==> config.mk <==
export PLATFORM = sky130hd
export DESIGN_NAME = mips_cpu_wb_arbiter_flat
export DESIGN_NICKNAME = d
export VERILOG_FILES = /design/src/rtl/mips_cpu_pkg.sv /design/src/rtl/mips_cpu_wb_arbiter_if.sv /design/src/rtl/mips_cpu_wb_fifo.sv /design/src/rtl/mips_cpu_wb_arbiter.sv /design/src/flat_wrapper.sv
export SDC_FILE = /design/constraint.sdc
export NUM_CORES = 1
export LEC_CHECK = 0
export CAP_MARGIN = 30
export CORE_MARGIN = 2
export CORE_UTILIZATION = 55
export CTS_BUF_LIST = sky130_fd_sc_hd__clkbuf_8
export DETAILED_ROUTE_END_ITERATION = 6
export PLACE_DENSITY = 0.87
export SLEW_MARGIN = 15
export SYNTH_ARGS = -nofsm -noshare
export SYNTH_HDL_FRONTEND = slang
export SYNTH_SLANG_ARGS = --single-unit
==> constraint.sdc <==
create_clock -name clk -period 4.5 [get_ports clk]
set_input_delay 1.35 -clock clk [delete_from_list [all_inputs] [get_ports clk]]
set_output_delay 1.35 -clock clk [all_outputs]
set_load 0.005 [all_outputs]
==> src/rtl/mips_cpu_pkg.sv <==
`default_nettype none
// ==== mips_cpu_pkg : shared widths and writeback request type (rev 1.0) ====
package mips_cpu_pkg;

  localparam int REG_IDX_W = 5;
  localparam int DATA_W    = 32;
  localparam logic [REG_IDX_W-1:0] REG_ZERO = 5'd0;

  // idx occupies the MSBs so FIFOs can tap it as the entry key
  typedef struct packed {
    logic [REG_IDX_W-1:0] idx;
    logic [DATA_W-1:0]    data;
  } wb_req_t;

endpackage
`default_nettype wire

==> src/rtl/mips_cpu_wb_arbiter_if.sv <==
`default_nettype none
// ==== mips_cpu_wb_arbiter_if : writeback arbiter bus bundle (rev 1.0) ====
interface mips_cpu_wb_arbiter_if;
  import mips_cpu_pkg::*;

  logic                 alu_valid;
  logic                 alu_ready;
  logic [REG_IDX_W-1:0] alu_index;
  logic [DATA_W-1:0]    alu_data;
  logic                 ld_issue;
  logic                 ld_issue_ready;
  logic [REG_IDX_W-1:0] ld_issue_index;
  logic                 ld_resp_valid;
  logic [DATA_W-1:0]    ld_resp_data;
  logic [REG_IDX_W-1:0] read_index_rs;
  logic [REG_IDX_W-1:0] read_index_rt;
  logic                 hazard_rs;
  logic                 hazard_rt;
  logic [REG_IDX_W-1:0] write_index;
  logic                 write_enable;
  logic [DATA_W-1:0]    write_data;
  logic                 resp_err;

  modport slave (
    input  alu_valid, alu_index, alu_data, ld_issue, ld_issue_index,
           ld_resp_valid, ld_resp_data, read_index_rs, read_index_rt,
    output alu_ready, ld_issue_ready, hazard_rs, hazard_rt,
           write_index, write_enable, write_data, resp_err
  );

  modport master (
    output alu_valid, alu_index, alu_data, ld_issue, ld_issue_index,
           ld_resp_valid, ld_resp_data, read_index_rs, read_index_rt,
    input  alu_ready, ld_issue_ready, hazard_rs, hazard_rt,
           write_index, write_enable, write_data, resp_err
  );

endinterface
`default_nettype wire

==> src/rtl/mips_cpu_wb_fifo.sv <==
`default_nettype none
// ==== mips_cpu_wb_fifo : synchronous FIFO exposing per-entry key/valid taps (rev 1.0) ====
module mips_cpu_wb_fifo #(
  parameter int WIDTH = 8,
  parameter int DEPTH = 2,
  parameter int KEY_W = WIDTH
) (
  input  logic                         clk,
  input  logic                         reset,
  input  logic                         push,
  input  logic [WIDTH-1:0]             push_data,
  input  logic                         pop,
  output logic [WIDTH-1:0]             head,
  output logic                         full,
  output logic                         empty,
  output logic [DEPTH-1:0][KEY_W-1:0]  entry_key,
  output logic [DEPTH-1:0]             entry_valid
);

  localparam int PTR_W = (DEPTH > 1) ? $clog2(DEPTH) : 1;
  localparam logic [PTR_W:0] FULL_CNT = DEPTH[PTR_W:0];

  logic [DEPTH-1:0][WIDTH-1:0] r_mem;
  logic [PTR_W-1:0]            r_wr_ptr;
  logic [PTR_W-1:0]            r_rd_ptr;
  logic [PTR_W:0]              r_count;
  logic                        w_do_push;
  logic                        w_do_pop;

  assign full      = (r_count == FULL_CNT);
  assign empty     = (r_count == '0);
  assign w_do_push = push && !full;
  assign w_do_pop  = pop && !empty;
  assign head      = r_mem[r_rd_ptr];

  always_ff @(posedge clk) begin
    if (reset) begin
      r_wr_ptr <= '0;
      r_rd_ptr <= '0;
      r_count  <= '0;
    end else begin
      if (w_do_push) r_wr_ptr <= r_wr_ptr + 1'b1;
      if (w_do_pop)  r_rd_ptr <= r_rd_ptr + 1'b1;
      case ({w_do_push, w_do_pop})
        2'b10:   r_count <= r_count + 1'b1;
        2'b01:   r_count <= r_count - 1'b1;
        default: r_count <= r_count;
      endcase
    end
  end

  always_ff @(posedge clk) begin
    if (w_do_push) r_mem[r_wr_ptr] <= push_data;
  end

  // A slot is live when its distance from the read pointer is below the fill count
  for (genvar i = 0; i < DEPTH; i++) begin : g_tap
    logic [PTR_W-1:0] w_offset;
    assign w_offset       = PTR_W'(i) - r_rd_ptr;
    assign entry_valid[i] = ({1'b0, w_offset} < r_count);
    assign entry_key[i]   = r_mem[i][WIDTH-1 -: KEY_W];
  end

endmodule
`default_nettype wire

==> src/rtl/mips_cpu_wb_arbiter.sv <==
`default_nettype none
// ==== mips_cpu_wb_arbiter : register-file write port arbiter, loads over ALU (rev 1.0) ====
module mips_cpu_wb_arbiter
  import mips_cpu_pkg::*;
#(
  parameter int ALU_DEPTH = 2,
  parameter int LD_DEPTH  = 4
) (
  input  logic                 clk,
  input  logic                 reset,
  mips_cpu_wb_arbiter_if.slave bus
);

  localparam int WB_W = $bits(wb_req_t);

  wb_req_t                            w_alu_req;
  wb_req_t                            w_alu_head;
  wb_req_t                            w_sel;
  logic [ALU_DEPTH-1:0][REG_IDX_W-1:0] w_alu_keys;
  logic [ALU_DEPTH-1:0]               w_alu_vld;
  logic [REG_IDX_W-1:0]               w_tag_head;
  logic [LD_DEPTH-1:0][REG_IDX_W-1:0] w_tag_keys;
  logic [LD_DEPTH-1:0]                w_tag_vld;
  logic w_alu_full, w_alu_empty, w_tag_full, w_tag_empty;
  logic w_alu_ready, w_alu_acc, w_alu_push, w_alu_pop;
  logic w_ld_ready, w_tag_push, w_tag_pop;
  logic w_waw, w_sel_valid, w_err_set;
  logic                 r_we;
  logic                 r_err;
  logic [REG_IDX_W-1:0] r_idx;
  logic [DATA_W-1:0]    r_data;

  function automatic logic pending(
    input logic [REG_IDX_W-1:0]               idx,
    input logic [LD_DEPTH-1:0][REG_IDX_W-1:0]  tags,
    input logic [LD_DEPTH-1:0]                 tag_vld,
    input logic [ALU_DEPTH-1:0][REG_IDX_W-1:0] alus,
    input logic [ALU_DEPTH-1:0]                alu_vld,
    input logic                                we,
    input logic [REG_IDX_W-1:0]                widx
  );
    logic hit;
    hit = we && (widx == idx);
    for (int i = 0; i < LD_DEPTH; i++)  hit |= tag_vld[i] && (tags[i] == idx);
    for (int i = 0; i < ALU_DEPTH; i++) hit |= alu_vld[i] && (alus[i] == idx);
    return hit && (idx != REG_ZERO);
  endfunction

  assign w_alu_req = '{idx: bus.alu_index, data: bus.alu_data};

  mips_cpu_wb_fifo #(.WIDTH(WB_W), .DEPTH(ALU_DEPTH), .KEY_W(REG_IDX_W)) u_alu_q (
    .clk(clk), .reset(reset), .push(w_alu_push), .push_data(w_alu_req), .pop(w_alu_pop),
    .head(w_alu_head), .full(w_alu_full), .empty(w_alu_empty),
    .entry_key(w_alu_keys), .entry_valid(w_alu_vld)
  );

  mips_cpu_wb_fifo #(.WIDTH(REG_IDX_W), .DEPTH(LD_DEPTH), .KEY_W(REG_IDX_W)) u_tag_q (
    .clk(clk), .reset(reset), .push(w_tag_push), .push_data(bus.ld_issue_index), .pop(w_tag_pop),
    .head(w_tag_head), .full(w_tag_full), .empty(w_tag_empty),
    .entry_key(w_tag_keys), .entry_valid(w_tag_vld)
  );

  // An ALU write may not overtake an older in-flight load to the same register
  always_comb begin
    w_waw = 1'b0;
    for (int i = 0; i < LD_DEPTH; i++) begin
      if (w_tag_vld[i] && (w_tag_keys[i] == bus.alu_index)) w_waw = 1'b1;
    end
    if (bus.alu_index == REG_ZERO) w_waw = 1'b0;
  end

  assign w_alu_ready = !reset && !w_alu_full && !w_waw;
  assign w_ld_ready  = !reset && !w_tag_full;
  assign w_alu_acc   = bus.alu_valid && w_alu_ready;
  assign w_tag_push  = bus.ld_issue && w_ld_ready;

  always_comb begin
    w_tag_pop   = 1'b0;
    w_alu_pop   = 1'b0;
    w_alu_push  = 1'b0;
    w_sel_valid = 1'b0;
    w_sel       = '0;
    if (bus.ld_resp_valid && !w_tag_empty) begin
      w_tag_pop   = 1'b1;
      w_sel_valid = 1'b1;
      w_sel       = '{idx: w_tag_head, data: bus.ld_resp_data};
      w_alu_push  = w_alu_acc;
    end else if (!w_alu_empty) begin
      w_alu_pop   = 1'b1;
      w_sel_valid = 1'b1;
      w_sel       = w_alu_head;
      w_alu_push  = w_alu_acc;
    end else if (w_alu_acc) begin
      w_sel_valid = 1'b1;
      w_sel       = w_alu_req;
    end
  end

  assign w_err_set = bus.ld_resp_valid && w_tag_empty;

  always_ff @(posedge clk) begin
    if (reset) begin
      r_we   <= 1'b0;
      r_idx  <= REG_ZERO;
      r_data <= '0;
      r_err  <= 1'b0;
    end else begin
      r_we   <= w_sel_valid && (w_sel.idx != REG_ZERO);
      r_idx  <= w_sel_valid ? w_sel.idx : REG_ZERO;
      r_data <= w_sel_valid ? w_sel.data : '0;
      if (w_err_set) r_err <= 1'b1;
    end
  end

  assign bus.alu_ready      = w_alu_ready;
  assign bus.ld_issue_ready = w_ld_ready;
  assign bus.write_enable   = r_we;
  assign bus.write_index    = r_idx;
  assign bus.write_data     = r_data;
  assign bus.resp_err       = r_err;
  assign bus.hazard_rs = !reset && pending(bus.read_index_rs, w_tag_keys, w_tag_vld,
                                           w_alu_keys, w_alu_vld, r_we, r_idx);
  assign bus.hazard_rt = !reset && pending(bus.read_index_rt, w_tag_keys, w_tag_vld,
                                           w_alu_keys, w_alu_vld, r_we, r_idx);

endmodule
`default_nettype wire
==> src/flat_wrapper.sv <==
// flat-port wrapper written by rule: the top's interface ports become plain ports
module mips_cpu_wb_arbiter_flat import mips_cpu_pkg::*;
#(
  parameter int ALU_DEPTH = 2,
  parameter int LD_DEPTH  = 4
)
  (clk, reset, bus_alu_valid, bus_alu_index, bus_alu_data, bus_ld_issue, bus_ld_issue_index, bus_ld_resp_valid, bus_ld_resp_data, bus_read_index_rs, bus_read_index_rt, bus_alu_ready, bus_ld_issue_ready, bus_hazard_rs, bus_hazard_rt, bus_write_index, bus_write_enable, bus_write_data, bus_resp_err);
  mips_cpu_wb_arbiter_if bus_i ();
  input  logic clk;
  input  logic reset;
  input wire logic [$bits(bus_i.alu_valid)-1:0] bus_alu_valid;
  input wire logic [$bits(bus_i.alu_index)-1:0] bus_alu_index;
  input wire logic [$bits(bus_i.alu_data)-1:0] bus_alu_data;
  input wire logic [$bits(bus_i.ld_issue)-1:0] bus_ld_issue;
  input wire logic [$bits(bus_i.ld_issue_index)-1:0] bus_ld_issue_index;
  input wire logic [$bits(bus_i.ld_resp_valid)-1:0] bus_ld_resp_valid;
  input wire logic [$bits(bus_i.ld_resp_data)-1:0] bus_ld_resp_data;
  input wire logic [$bits(bus_i.read_index_rs)-1:0] bus_read_index_rs;
  input wire logic [$bits(bus_i.read_index_rt)-1:0] bus_read_index_rt;
  output wire logic [$bits(bus_i.alu_ready)-1:0] bus_alu_ready;
  output wire logic [$bits(bus_i.ld_issue_ready)-1:0] bus_ld_issue_ready;
  output wire logic [$bits(bus_i.hazard_rs)-1:0] bus_hazard_rs;
  output wire logic [$bits(bus_i.hazard_rt)-1:0] bus_hazard_rt;
  output wire logic [$bits(bus_i.write_index)-1:0] bus_write_index;
  output wire logic [$bits(bus_i.write_enable)-1:0] bus_write_enable;
  output wire logic [$bits(bus_i.write_data)-1:0] bus_write_data;
  output wire logic [$bits(bus_i.resp_err)-1:0] bus_resp_err;
  assign bus_i.alu_valid = bus_alu_valid;
  assign bus_i.alu_index = bus_alu_index;
  assign bus_i.alu_data = bus_alu_data;
  assign bus_i.ld_issue = bus_ld_issue;
  assign bus_i.ld_issue_index = bus_ld_issue_index;
  assign bus_i.ld_resp_valid = bus_ld_resp_valid;
  assign bus_i.ld_resp_data = bus_ld_resp_data;
  assign bus_i.read_index_rs = bus_read_index_rs;
  assign bus_i.read_index_rt = bus_read_index_rt;
  assign bus_alu_ready = bus_i.alu_ready;
  assign bus_ld_issue_ready = bus_i.ld_issue_ready;
  assign bus_hazard_rs = bus_i.hazard_rs;
  assign bus_hazard_rt = bus_i.hazard_rt;
  assign bus_write_index = bus_i.write_index;
  assign bus_write_enable = bus_i.write_enable;
  assign bus_write_data = bus_i.write_data;
  assign bus_resp_err = bus_i.resp_err;
  mips_cpu_wb_arbiter #(.ALU_DEPTH(ALU_DEPTH), .LD_DEPTH(LD_DEPTH)) u_core (.clk(clk), .reset(reset), .bus(bus_i));
endmodule
# After elaboration in Yosys (flattened, before gate mapping)
# Cells that the tools add are included.
totals:
  reg_bits: 144
  in_bits: 89
  out_inout_bits: 43
classes:
  n_addsub: 14
  order_cmp: 12
  eq_ne: 24
  mux: 28
  bitwise: 13
  n_reduce_logical: 51
ops:
  columns: ["op", "n"]
  rows:
  - ["$mux W37", 6]
  - ["$eq A5 B5 Y1", 18]
  - ["$bwmux W74", 1]
  - ["$demux W37 S1", 1]
  - ["$logic_and A1 B1 Y1", 36]
  - ["$bwmux W20", 1]
  - ["$reduce_bool A5 Y1", 3]
  - ["$mux W1", 13]
  - ["$lt A2 B3 Y1", 4]
  - ["$or A1 B1 Y1", 12]
  - ["$bmux W5 S2", 1]
  - ["$demux W5 S2", 1]
  - ["$mux W5", 2]
  - ["$add A2 B1 Y2 const B", 3]
  - ["$eq A2 B2 Y1 const B", 3]
  - ["$logic_not A1 Y1", 6]
  - ["$lt A2 B3 Y1 const B", 2]
  - ["$pmux W3 S2", 1]
  - ["$logic_not A5 Y1", 1]
  - ["$eq A2 B1 Y1 const B", 2]
  - ["$lt A1 B2 Y1", 2]
  - ["$lt A1 B2 Y1 const B", 2]
  - ["$pmux W2 S2", 1]
  - ["$reduce_bool A2 Y1", 2]
  - ["14 further kinds", 18]

# Depth between registers and ports, before layout
# Gate-level depths: netlist of the first run.
logic_depth:
  word_depth: 16
  depth_mapped: 15
  mapped_depth_nobuf: 13

# Modules after synthesis
# From an unflattened synthesis of the first run, not the netlist that was laid out.
hier_totals:
  hier_cells: 647
  area_unflattened_um2: 7702.4
by_module_without_submodules:
  columns: ["mod", "instances", "cells_per_inst", "area_per_inst_um2", "seq_area_each_um2"]
  rows:
  - ["mips_cpu_wb_arbiter", 1, 399, 3428.3, 780.7]
  - ["mips_cpu_wb_fifo at u_core.u_alu_q", 1, 153, 2972.9, 2302.2]
  - ["mips_cpu_wb_fifo at u_core.u_tag_q", 1, 95, 1301.2, 740.7]

# Least setup slack after synthesis of the first run
# Ideal clock, no wire load.
synth_path:
  path_kind: "input port to output port"
  start: "input port bus_read_index_rt[4]"
  end: "output port bus_hazard_rt"
  arrival_ns: 2.755
  required_time_ns: 3.150
  slack_ns: 0.395
  cell_stages: 6
  path_cell_list: "clkbuf_1 -> xor2_1 -> or4_1 -> nor3_1 -> a31oi_1 -> a311oi_1"
synth_between:
  elab_chain_cells: 10
synth_rtl:
  columns: ["element", "line_no", "rtl"]
  rows:
  - ["from (decl)", "flat_wrapper.sv:19", "input wire logic [$bits(bus_i.read_index_rt)-1:0] bus_read_index_rt;"]
  - ["$eq A5 B5 Y1, on equally long branches", "mips_cpu_wb_arbiter.sv:43, mips_cpu_wb_arbiter.sv:44", null]
  - ["$logic_and A1 B1 Y1, on equally long branches", "mips_cpu_wb_arbiter.sv:43, mips_cpu_wb_arbiter.sv:44", null]
  - ["$or A1 B1 Y1 (4 in series)", "mips_cpu_wb_arbiter.sv:44", "for (int i = 0; i < LD_DEPTH; i++) hit |= tag_vld[i] && (tags[i] == idx);"]
  - ["$or A1 B1 Y1 (2 in series)", "mips_cpu_wb_arbiter.sv:45", "for (int i = 0; i < ALU_DEPTH; i++) hit |= alu_vld[i] && (alus[i] == idx);"]
  - ["$logic_and A1 B1 Y1 *", "mips_cpu_wb_arbiter.sv:46", "return hit && (idx != REG_ZERO);"]
  - ["$logic_and A1 B1 Y1 *", "mips_cpu_wb_arbiter.sv:123", "assign bus.hazard_rt = !reset && pending(bus.read_index_rt, w_tag_keys, w_tag_vld,"]
  - ["to (decl)", "flat_wrapper.sv:23", "output wire logic [$bits(bus_i.hazard_rt)-1:0] bus_hazard_rt;"]
# Every way passes the cells marked *; elsewhere a longest branch is shown, timed or not.

# Final worst setup path of the first run
layout_path:
  start: "input port bus_read_index_rs[2]"
  end: "output port bus_hazard_rs"
layout_between:
  elab_chain_cells: 10
layout_rtl:
  columns: ["element", "line_no", "rtl"]
  rows:
  - ["from (decl)", "flat_wrapper.sv:18", "input wire logic [$bits(bus_i.read_index_rs)-1:0] bus_read_index_rs;"]
  - ["$eq A5 B5 Y1, on equally long branches", "mips_cpu_wb_arbiter.sv:43, mips_cpu_wb_arbiter.sv:44", null]
  - ["$logic_and A1 B1 Y1, on equally long branches", "mips_cpu_wb_arbiter.sv:43, mips_cpu_wb_arbiter.sv:44", null]
  - ["$or A1 B1 Y1 (4 in series)", "mips_cpu_wb_arbiter.sv:44", null]
  - ["$or A1 B1 Y1 (2 in series)", "mips_cpu_wb_arbiter.sv:45", null]
  - ["$logic_and A1 B1 Y1 *", "mips_cpu_wb_arbiter.sv:46", null]
  - ["$logic_and A1 B1 Y1 *", "mips_cpu_wb_arbiter.sv:121", "assign bus.hazard_rs = !reset && pending(bus.read_index_rs, w_tag_keys, w_tag_vld,"]
  - ["to (decl)", "flat_wrapper.sv:22", "output wire logic [$bits(bus_i.hazard_rs)-1:0] bus_hazard_rs;"]
# Marked as above.

==> results.json, run 1 <==
{
  "port_buffers": 131,
  "pwr-share-seq": 0.392,
  "endpoint_kind": "primary output",
  "maxCapViolations": 0,
  "synth_top_area_share": 0.3826,
  "swShare": 0.3607,
  "synth_nets": 727,
  "cts_tree": "done",
  "clockPowerShare": 0.210,
  "p_switching_mw": 1.631,
  "gp_congestion": 0.8508,
  "placed_area_um2": 9029,
  "dpl.hpwl_um": 13840,
  "die_w_um": 119.8,
  "drive_above_1_share": 0.1987,
  "hp-class": "reg2reg",
  "grt_max_degree": 45,
  "cts-root-buf": "clkbuf_8",
  "fp.dieArea_um2": 14360,
  "drtAntennaViolNets": 0,
  "peakVddDrop_mv": 0.3098,
  "routed_wl_um": 19400,
  "die_h_um": 119.8,
  "timing.critical_path.from_type": "primary input",
  "drt_iter0_markers": 467,
  "gr-total-overflow": 0,
  "worst_pin_slew_ps": 709.6,
  "setup_viol": 0,
  "wire_per_inst_um": 20.18,
  "fmax_ghz": 0.2257,
  "drv_slew": 0,
  "hold_viol": 0,
  "yosys-top-cells-area": "edfxtp_1, dfxtp_1, xor2_1",
  "yosysMostFrequentCell": "edfxtp_1",
  "cts_buffer_depth": 2,
  "min_period_over_period": 0.9846,
  "first_global_vias": 5654,
  "remaining_drc_errors": 0,
  "final_cells": 961,
  "synth_top_flop_cell": "edfxtp_1",
  "path_max_fanout": 4,
  "synthCells": 627,
  "syn_to_final_growth_pct": 29.46,
  "rsz0062_at_grt": "false",
  "io_pins": 132,
  "synth_warnings": 0,
  "via_per_inst": 5.851,
  "power.leakage_nw": 3.159,
  "critPathKind": "in2out",
  "status": "finished clean",
  "p_int_mw": 2.890,
  "path_clk_slew_ps": 80,
  "power_density_nw_per_um2": 473.4,
  "grt_use_total": 0.2796,
  "finClkSkew_ps": 10.40,
  "firstDrtPassIters": 5,
  "n_antenna_cell": 0,
  "avgSynthCellArea_um2": 11.77,
  "arrival_ps": 3080,
  "synth_top_area_cell": "edfxtp_1",
  "fin_nets": 872,
  "dpl.cell_count": 926,
  "core_um2": 13190,
  "cts_made_buffers": 17,
  "ys_top_cells_by_count": "edfxtp_1, a21oi_1, xor2_1",
  "period_needed_ps": 4431,
  "async_flop_share": 0,
  "hold_buffers": 0,
  "n_fill_cell": 900,
  "synth.ff_latch_count": 144,
  "grt_pass1_wl_um": 30290,
  "synth_cell_types": 52,
  "row_count": 42,
  "cts.sinks": 144,
  "synthesis.area_um2": 7377,
  "stdcell_area_um2": 9550,
  "insertion_delay_ps": 460,
  "antenna_found_initial": 0,
  "cts_htree_levels": 4,
  "slew_headroom": 0.5269,
  "ys_seq_area_frac": 0.5183,
  "synth-edff-count": 94,
  "start_util": 0.5593,
  "power_frac_comb": 0.398,
  "cp.required_ps": 3150,
  "vias": 5623
}
-- power groups by stage --
stage	sequential, mW	clock, mW	combinational, mW
5_1_grt	1.79	1.02	1.94
4_1_cts	1.77	0.963	1.78
2_1_floorplan	1.76	0	1.11
3_5_place_dp	1.80	0	1.76
3_3_place_gp	1.79	0	1.71
6_report	1.77	0.950	1.80
-- path summary, 6_finish.rpt --
kind,from,cells past startpoint,to,slack [ps]
worst max-delay path,bus_read_index_rs[2],7,bus_hazard_rs,70
worst min-delay path,u_core.bus.resp_err$_SDFFE_PP0P_,2,u_core.bus.resp_err$_SDFFE_PP0P_,530
worst max register to register,u_core.u_tag_q.r_rd_ptr[1]$_SDFFE_PP0P_,14,u_core.u_alu_q.r_count[1]$_SDFFE_PP0P_,810
worst min register to register,u_core.bus.resp_err$_SDFFE_PP0P_,2,u_core.bus.resp_err$_SDFFE_PP0P_,530
-- metal layers --
layer | track usage | wire (µm)
met2 | 0.4675 | 9631
met3 | 0.05561 | 1311
met1 | 0.3568 | 8010
met5 | 0 | 0
met4 | 0.1154 | 442
-- stage by stage --
step                      worst slack [ps]  total power [mW]  hold WS [ps]  utilization  setup TNS [ps]
final                                69.10             4.521         529.8       0.7241               0
after global routing                 25.31             4.750         571.2       0.7241               0
after CTS                            8.175             4.510         533.1       0.7161               0
after detailed placement            -562.3             3.555         507.0       0.6845           -1570
after global placement              -564.5             3.491         467.2       0.6845           -1565
after floorplan                      395.4             2.875         460.5            -               0
-- registers in the layout, summed over array words and instances, names as in the netlist --
name                      count
u_core.bus.write_data        32
u_core.bus.resp_err           1
u_core.u_alu_q.r_mem         64
u_core.u_tag_q.r_count        3
u_core.u_alu_q.r_count        2
u_core.bus.write_index        5
u_core.u_alu_q.r_wr_ptr       1
u_core.u_tag_q.r_wr_ptr       2
u_core.u_alu_q.r_rd_ptr       1
u_core.u_tag_q.entry_key     20
u_core.bus.write_enable       1
u_core.u_alu_q.entry_key     10
u_core.u_tag_q.r_rd_ptr       2
-- cell usage in the layout (no fill, tap or decap), types with 4 or more instances in the layout --
| cell type | netlist | layout |
|---|---|---|
| mux2i_1 | 37 | 37 |
| clkbuf_8 | 0 | 18 |
| buf_12 | 0 | 4 |
| ha_1 | 10 | 10 |
| buf_6 | 6 | 4 |
| a21oi_1 | 55 | 54 |
| nand2_1 | 5 | 5 |
| nor4_1 | 16 | 9 |
| or4_1 | 4 | 4 |
| nor3_1 | 38 | 35 |
| inv_1 | 12 | 13 |
| edfxtp_1 | 94 | 94 |
| xor2_1 | 51 | 47 |
| and3_1 | 7 | 5 |
| a21oi_2 | 27 | 27 |
| o211ai_2 | 10 | 10 |
| dfxtp_1 | 50 | 49 |
| clkdlybuf4s50_1 | 0 | 118 |
| xnor2_1 | 48 | 48 |
| dlygate4sd2_1 | 0 | 6 |
| nor4_2 | 2 | 8 |
| buf_4 | 1 | 40 |
| o211ai_1 | 19 | 19 |
| nand3_1 | 19 | 19 |
| nor2_1 | 25 | 23 |
| clkinvlp_4 | 0 | 4 |
| nor4_4 | 3 | 4 |
-- what timing repair did --
action / 4_1_cts / 5_1_grt
endpoints found under the setup margin: 3 / 4
cloned: 0 / 0
pin swaps: 9 / 9
resized for setup: 28 / 19
setup buffers: 0 / 3
-- area by class of cell --
type / count / area (µm²) / share of cell area
Clock buffer: 18 / 247.7 / 0.02594
Clock inverter: 14 / 116.4 / 0.01218
Inverter: 12 / 45.04 / 0.004716
Multi-Input combinational cell: 418 / 3379 / 0.3539
Sequential cell: 144 / 3825 / 0.4005
Tap cell: 176 / 220.2 / 0.02306
Timing Repair Buffer: 179 / 1717 / 0.1797
-- worst max-delay path, cell delays in order --
cell and delay (ps):
clkdlybuf4s50_1 510, buf_4 190, xor2_1 150, nor4_2 300, nor4_2 90, a311oi_2 310
buf_2 170
-- kinds of logic (layout without fill, tap and decap cells) --
| logic type | count (synthesis) | in the layout | share of synthesized area |
|---|---|---|---|
| XOR/XNOR | 99 | 99 | 0.1175 |
| adder cells (fa/ha/maj) | 11 | 11 | 0.01967 |
| AND/OR/NAND/NOR | 133 | 133 | 0.1048 |
| buffers and inverters | 65 | 223 | 0.04274 |
| AO/OA/AOI/OAI | 133 | 133 | 0.1299 |
| multiplexers | 42 | 42 | 0.06700 |
| flip-flops | 144 | 144 | 0.5183 |
Note: power is estimated with default switching activity, not from simulation.
==> run 2, diff against run 1 <==
--- a/config.mk
+++ b/config.mk
@@ -10,7 +10,8 @@
 export CORE_UTILIZATION = 55
 export CTS_BUF_LIST = sky130_fd_sc_hd__clkbuf_8
 export DETAILED_ROUTE_END_ITERATION = 6
-export PLACE_DENSITY = 0.87
+export PLACE_DENSITY = 0.84
+export SKIP_CTS_REPAIR_TIMING = 1
 export SLEW_MARGIN = 15
 export SYNTH_ARGS = -nofsm -noshare
 export SYNTH_HDL_FRONTEND = slang
==> results.json, run 2 (same netlist as run 1, synthesis figures left out) <==
{
  "endpoint_kind": "primary output",
  "insertion_delay_ps": 450,
  "grt_pass1_wl_um": 30990,
  "cts-root-buf": "clkbuf_8",
  "io_pins": 132,
  "setup_viol": 0,
  "vias": 5725,
  "syn_to_final_growth_pct": 31.41,
  "critPathKind": "in2out",
  "arrival_ps": 3100,
  "row_count": 42,
  "worstPathCellList": "clkdlybuf4s50_1 > buf_6 > buf_4 > xor2_1 > nor4_2 > nor4_2 > a311oi_1 > buf_4 > clkbuf_2",
  "regToRegSetupSlack_ps": 790,
  "drive_above_1_share": 0.1977,
  "path_max_fanout": 7,
  "cts_tree": "done",
  "gp_congestion": 1.075,
  "dp_slack_ps": -551.8,
  "largest_reg_flops": 64,
  "die_w_um": 119.8,
  "reg2regPathDepth": 13,
  "cp.required_ps": 3150,
  "first_global_vias": 5709,
  "grt_use_total": 0.2864,
  "remaining_drc_errors": 0,
  "critical_path.slowest_cell": "clkdlybuf4s50_1",
  "timing.critical_path.from_type": "primary input",
  "layout_commonest_cell": "clkdlybuf4s50_1",
  "timing.final.ws_setup_ps": 48.96,
  "cts_htree_levels": 4,
  "hold_viol": 0,
  "crit_path_end": "bus_hazard_rt",
  "rr_startpoint": "u_core.u_tag_q.r_rd_ptr[1]$_SDFFE_PP0P_",
  "fp.dieArea_um2": 14360,
  "power_density_nw_per_um2": 495.2,
  "fin_nets": 871,
  "grt_max_degree": 49,
  "largest-register": "u_core.u_alu_q.r_mem",
  "cts_made_buffers": 17,
  "power.leakage_nw": 3.287,
  "crit_path_start": "bus_read_index_rt[1]",
  "maxCapViolations": 0,
  "n_fill_cell": 874,
  "n_antenna_cell": 0,
  "layout_common_cells": "clkdlybuf4s50_1, edfxtp_1, a21oi_1, dfxtp_1",
  "dpl.hpwl_um": 13950,
  "period_needed_ps": 4451,
  "via_per_inst": 5.964,
  "slowest_delay_ps": 430,
  "start_util": 0.5593,
  "wire_per_inst_um": 21.20,
  "firstDrtPassIters": 5,
  "finClkSkew_ps": 9.399,
  "path_clk_slew_ps": 80,
  "fmax_ghz": 0.2247,
  "die_h_um": 119.8,
  "port_buffers": 131,
  "cts_buffer_depth": 2,
  "drv_slew": 0,
  "drt_iter0_markers": 625,
  "rr_endpoint": "u_core.u_alu_q.r_count[1]$_SDFFE_PP0P_",
  "status": "finished clean",
  "slew_headroom": 0.5154,
  "min_period_over_period": 0.9891,
  "routed_wl_um": 20350,
  "core_um2": 13190,
  "gr-total-overflow": 0,
  "worst_pin_slew_ps": 726.8,
  "peakVddDrop_mv": 0.2875,
  "cts.sinks": 144,
  "drtAntennaViolNets": 0,
  "hp-class": "reg2reg",
  "antenna_found_initial": 0,
  "tns_ps": 0
}
[run 2: how the worst min path moves through the flow]
stage | start | to | depth (start not counted) | slack, ps
after floorplan | u_core.bus.resp_err$_SDFFE_PP0P_ | u_core.bus.resp_err$_SDFFE_PP0P_ | 2 | 460
after global placement | u_core.bus.resp_err$_SDFFE_PP0P_ | u_core.bus.resp_err$_SDFFE_PP0P_ | 2 | 480
final | u_core.bus.resp_err$_SDFFE_PP0P_ | u_core.bus.resp_err$_SDFFE_PP0P_ | 2 | 510
after detailed placement | u_core.bus.resp_err$_SDFFE_PP0P_ | u_core.bus.resp_err$_SDFFE_PP0P_ | 2 | 490
after CTS | u_core.bus.resp_err$_SDFFE_PP0P_ | u_core.bus.resp_err$_SDFFE_PP0P_ | 2 | 520
after global routing | u_core.bus.resp_err$_SDFFE_PP0P_ | u_core.bus.resp_err$_SDFFE_PP0P_ | 2 | 560
[run 2: cell type report]
class                      count  area [µm²]  area share
tap                          176       220.2     0.02272
timing repair buffer         178        1760      0.1816
sequential                   144        3825      0.3946
clock buffer                  18       247.7     0.02556
multi-input combinational    418        3368      0.3474
inverter                      12       45.04    0.004646
clock inverter                14       227.7     0.02349
[run 2: power by group]
part,internal (mW),total (mW),switching [mW]
clock,0.687,1.21,0.522
sequential,1.63,1.78,0.152
combinational,0.811,1.81,0.999
total,3.13,4.80,1.67
[run 2: metrics by stage]
stage	hold slack, ps	cell area, µm²	util	std cells	total power, mW
after floorplan	460.5	7377	-	627	2.875
after global placement	482.7	9049	0.6860	927	3.484
after detailed placement	489.7	9049	0.6860	927	3.552
after CTS	519.6	9524	0.7221	959	4.767
after global routing	558.3	9694	0.7350	960	5.022
final	507.7	9694	0.7350	960	4.801
[run 2: critical path: cells and delay by family]
family	cells	cell delay, ps
AOI/OAI and AO/OA	1	290
buffers and inverters	5	990
xor gates and xnor gates	1	140
and+or+nand+nor	2	320
[run 2: metal layers]
layer | vias to the layer above | global-route usage | part of all wire
met1 | 2781 | 0.3664 | 0.41
met5 | - | 0 | 0
met4 | 0 | 0.1235 | 0.037
li1 | 2594 | - | -
met2 | 282 | 0.4704 | 0.48
met3 | 68 | 0.06321 | 0.070
==> run 3, diff against run 2 <==
--- a/config.mk
+++ b/config.mk
@@ -10,8 +10,8 @@
 export CORE_UTILIZATION = 55
 export CTS_BUF_LIST = sky130_fd_sc_hd__clkbuf_8
 export DETAILED_ROUTE_END_ITERATION = 6
+export GPL_ROUTABILITY_DRIVEN = 0
 export PLACE_DENSITY = 0.84
-export SKIP_CTS_REPAIR_TIMING = 1
 export SLEW_MARGIN = 15
 export SYNTH_ARGS = -nofsm -noshare
 export SYNTH_HDL_FRONTEND = slang
==> results.json, run 3 (same netlist as run 1, synthesis figures left out) <==
{
  "period_needed_ps": 4572,
  "final_cells": 957,
  "endpoint_kind": "primary output",
  "fin_nets": 867,
  "critical_path.slowest_cell": "nor4_2",
  "drt_iter0_markers": 455,
  "setup_viol": 1,
  "clockPowerShare": 0.253,
  "grt_use_total": 0.2746,
  "timing.final.ws_setup_ps": -72.15,
  "pwr-share-seq": 0.370,
  "final_util": 0.7256,
  "slew_headroom": 0.5322,
  "cp.required_ps": 3150,
  "fmax_ghz": 0.2187,
  "timing.critical_path.from_type": "primary input",
  "port_buffers": 131,
  "die_w_um": 119.8,
  "antenna_found_initial": 1,
  "path_max_fanout": 7,
  "power_frac_comb": 0.377,
  "layout_commonest_cell": "clkdlybuf4s50_1",
  "gr-total-overflow": 0,
  "status": "finished with violations",
  "cts-root-buf": "clkbuf_8",
  "core_um2": 13190,
  "hold_path_startpoint": "u_core.bus.resp_err$_SDFFE_PP0P_",
  "vias": 5724,
  "layout_common_cells": "clkdlybuf4s50_1, edfxtp_1, a21oi_1, xor2_1, dfxtp_1",
  "reg2regPathDepth": 12,
  "path_delay_family": "buffers and inverters",
  "syn_to_final_growth_pct": 29.73,
  "regToRegSetupSlack_ps": 920,
  "critPathBufInv": 4,
  "firstDrtPassIters": 5,
  "routed_wl_um": 19390,
  "dpl.cell_count": 924,
  "cts_setup_buffers": 0,
  "io_pins": 132,
  "n_fill_cell": 914,
  "dp_slack_ps": -541.2,
  "p_switching_mw": 1.600,
  "min_period_over_period": 1.016,
  "path_clk_slew_ps": 80,
  "start_util": 0.5593,
  "first_global_vias": 5906,
  "row_count": 42,
  "critPathKind": "in2out",
  "rr_startpoint": "u_core.u_tag_q.r_rd_ptr[1]$_SDFFE_PP0P_",
  "cts.sinks": 144,
  "via_per_inst": 5.981,
  "power_density_nw_per_um2": 497.8,
  "power.leakage_nw": 3.206,
  "die_h_um": 119.8,
  "worst_pin_slew_ps": 701.7,
  "fp.dieArea_um2": 14360,
  "cts_made_buffers": 17,
  "cts_buffer_depth": 2,
  "remaining_drc_errors": 0,
  "wire_per_inst_um": 20.26,
  "rr_endpoint": "u_core.u_alu_q.r_count[1]$_SDFFE_PP0P_",
  "whs_path_depth": 2,
  "dpl.hpwl_um": 13340,
  "drtAntennaViolNets": 0,
  "largest-register": "u_core.u_alu_q.r_mem",
  "drive_above_1_share": 0.1833,
  "cts_htree_levels": 4,
  "cts_tree": "done",
  "grt_pass1_wl_um": 30280,
  "swShare": 0.3359,
  "slowest_delay_ps": 330,
  "largest_reg_flops": 64,
  "insertion_delay_ps": 440,
  "finClkSkew_ps": 9.301,
  "path_common_cell": "clkdlybuf4s15_1",
  "peakVddDrop_mv": 0.3110,
  "violations": "setup timing",
  "arrival_ps": 3220,
  "maxCapViolations": 0,
  "hold_viol": 0,
  "drv_slew": 0,
  "grt_max_degree": 46,
  "p_int_mw": 3.164,
  "worstPathCellList": "clkdlybuf4s15_1 > buf_6 > xnor2_1 > nand3_1 > nor4_2 > nor4_1 > a311oi_1 > buf_4 > clkdlybuf4s15_1",
  "hp-class": "reg2reg",
  "min_to": "u_core.bus.resp_err$_SDFFE_PP0P_"
}
==> run 3: changes by cell type in the layout (fill, tap and decap cells not counted), sizes merged <==
cell / delta
dlymetal6s2s: -10
dlygate4sd2: +9
buf: -4
clkdlybuf4s15: +2
clkdlybuf4s50: -2
bufinv: +1
clkbuf: +1
clkinv: +1
clkinvlp: -1
diode: +1
inv: -1
==> run 3: power by group through the flow <==
stage / Combinational [mW] / Sequential, mW / Clock (mW)
finish: 1.80 / 1.76 / 1.20
global route: 1.94 / 1.78 / 1.27
CTS: 1.78 / 1.76 / 1.22
detailed placement: 1.75 / 1.79 / 0
global placement: 1.69 / 1.78 / 0
floorplan: 1.11 / 1.76 / 0
==> run 3: worst reg2reg max path, cell delays in order (launching register included) <==
cell	delay, ps
dfxtp_1	580
inv_1	140
ha_1	310
a21oi_1	160
o21a_1	290
nor4_4	90
nor4_4	280
buf_4	500
or2_1	220
nand2_1	60
ha_1	340
or3_1	380
a21oi_1	150
==> run 3: worst max-delay path by stage <==
| stage | from | to | cells after the start |
|---|---|---|---|
| after floorplan | bus_read_index_rt[4] | bus_hazard_rt | 6 |
| after CTS | bus_read_index_rs[1] | bus_hazard_rs | 8 |
| after global routing | bus_read_index_rt[3] | bus_hazard_rt | 9 |
| after detailed placement | bus_read_index_rs[3] | bus_hazard_rs | 8 |
| after global placement | bus_read_index_rt[4] | bus_hazard_rt | 8 |
| final | bus_read_index_rt[4] | bus_hazard_rt | 9 |
==> run 3: per-layer routing <==
layer | wire length (µm) | track usage | vias to the layer above
met2 | 9447 | 0.4557 | 351
met3 | 1567 | 0.07510 | 89
met1 | 7502 | 0.3228 | 2695
met4 | 872 | 0.1522 | 0
met5 | 0 | 0 | -
li1 | - | - | 2589
==> run 3: final cells by class <==
type                    instances  area [µm²]  share of cell area
diodes                          1       2.502           0.0002615
clock buffers                  18       247.7             0.02589
clock inverters                14       225.2             0.02353
inverters                      12       45.04            0.004706
multi-input cells             418        3339              0.3489
flip-flops and latches        144        3825              0.3997
well taps                     176       220.2             0.02301
repair buffers                174        1665              0.1740
==> run 3: per-stage QoR <==
| stage | power, mW | instance area (µm²) | TNS, ps | hold slack, ps |
|---|---|---|---|---|
| final | 4.764 | 9570 | -72.15 | 494.6 |
| after global routing | 4.990 | 9570 | -335.9 | 550.6 |
| after CTS | 4.756 | 9537 | -108.6 | 501.3 |
| after detailed placement | 3.540 | 9014 | -1495 | 479.0 |
| after global placement | 3.466 | 9014 | -1355 | 468.8 |
| after floorplan | 2.875 | 7377 | 0 | 460.5 |
==> run 3: timing repair <==
action	4_1_cts	5_1_grt
endpoints found under the setup margin	3	3
pin swaps	10	12
cloned	0	0
hold buffers	0	0
hold endpoints to repair	0	0
resized for setup	28	15
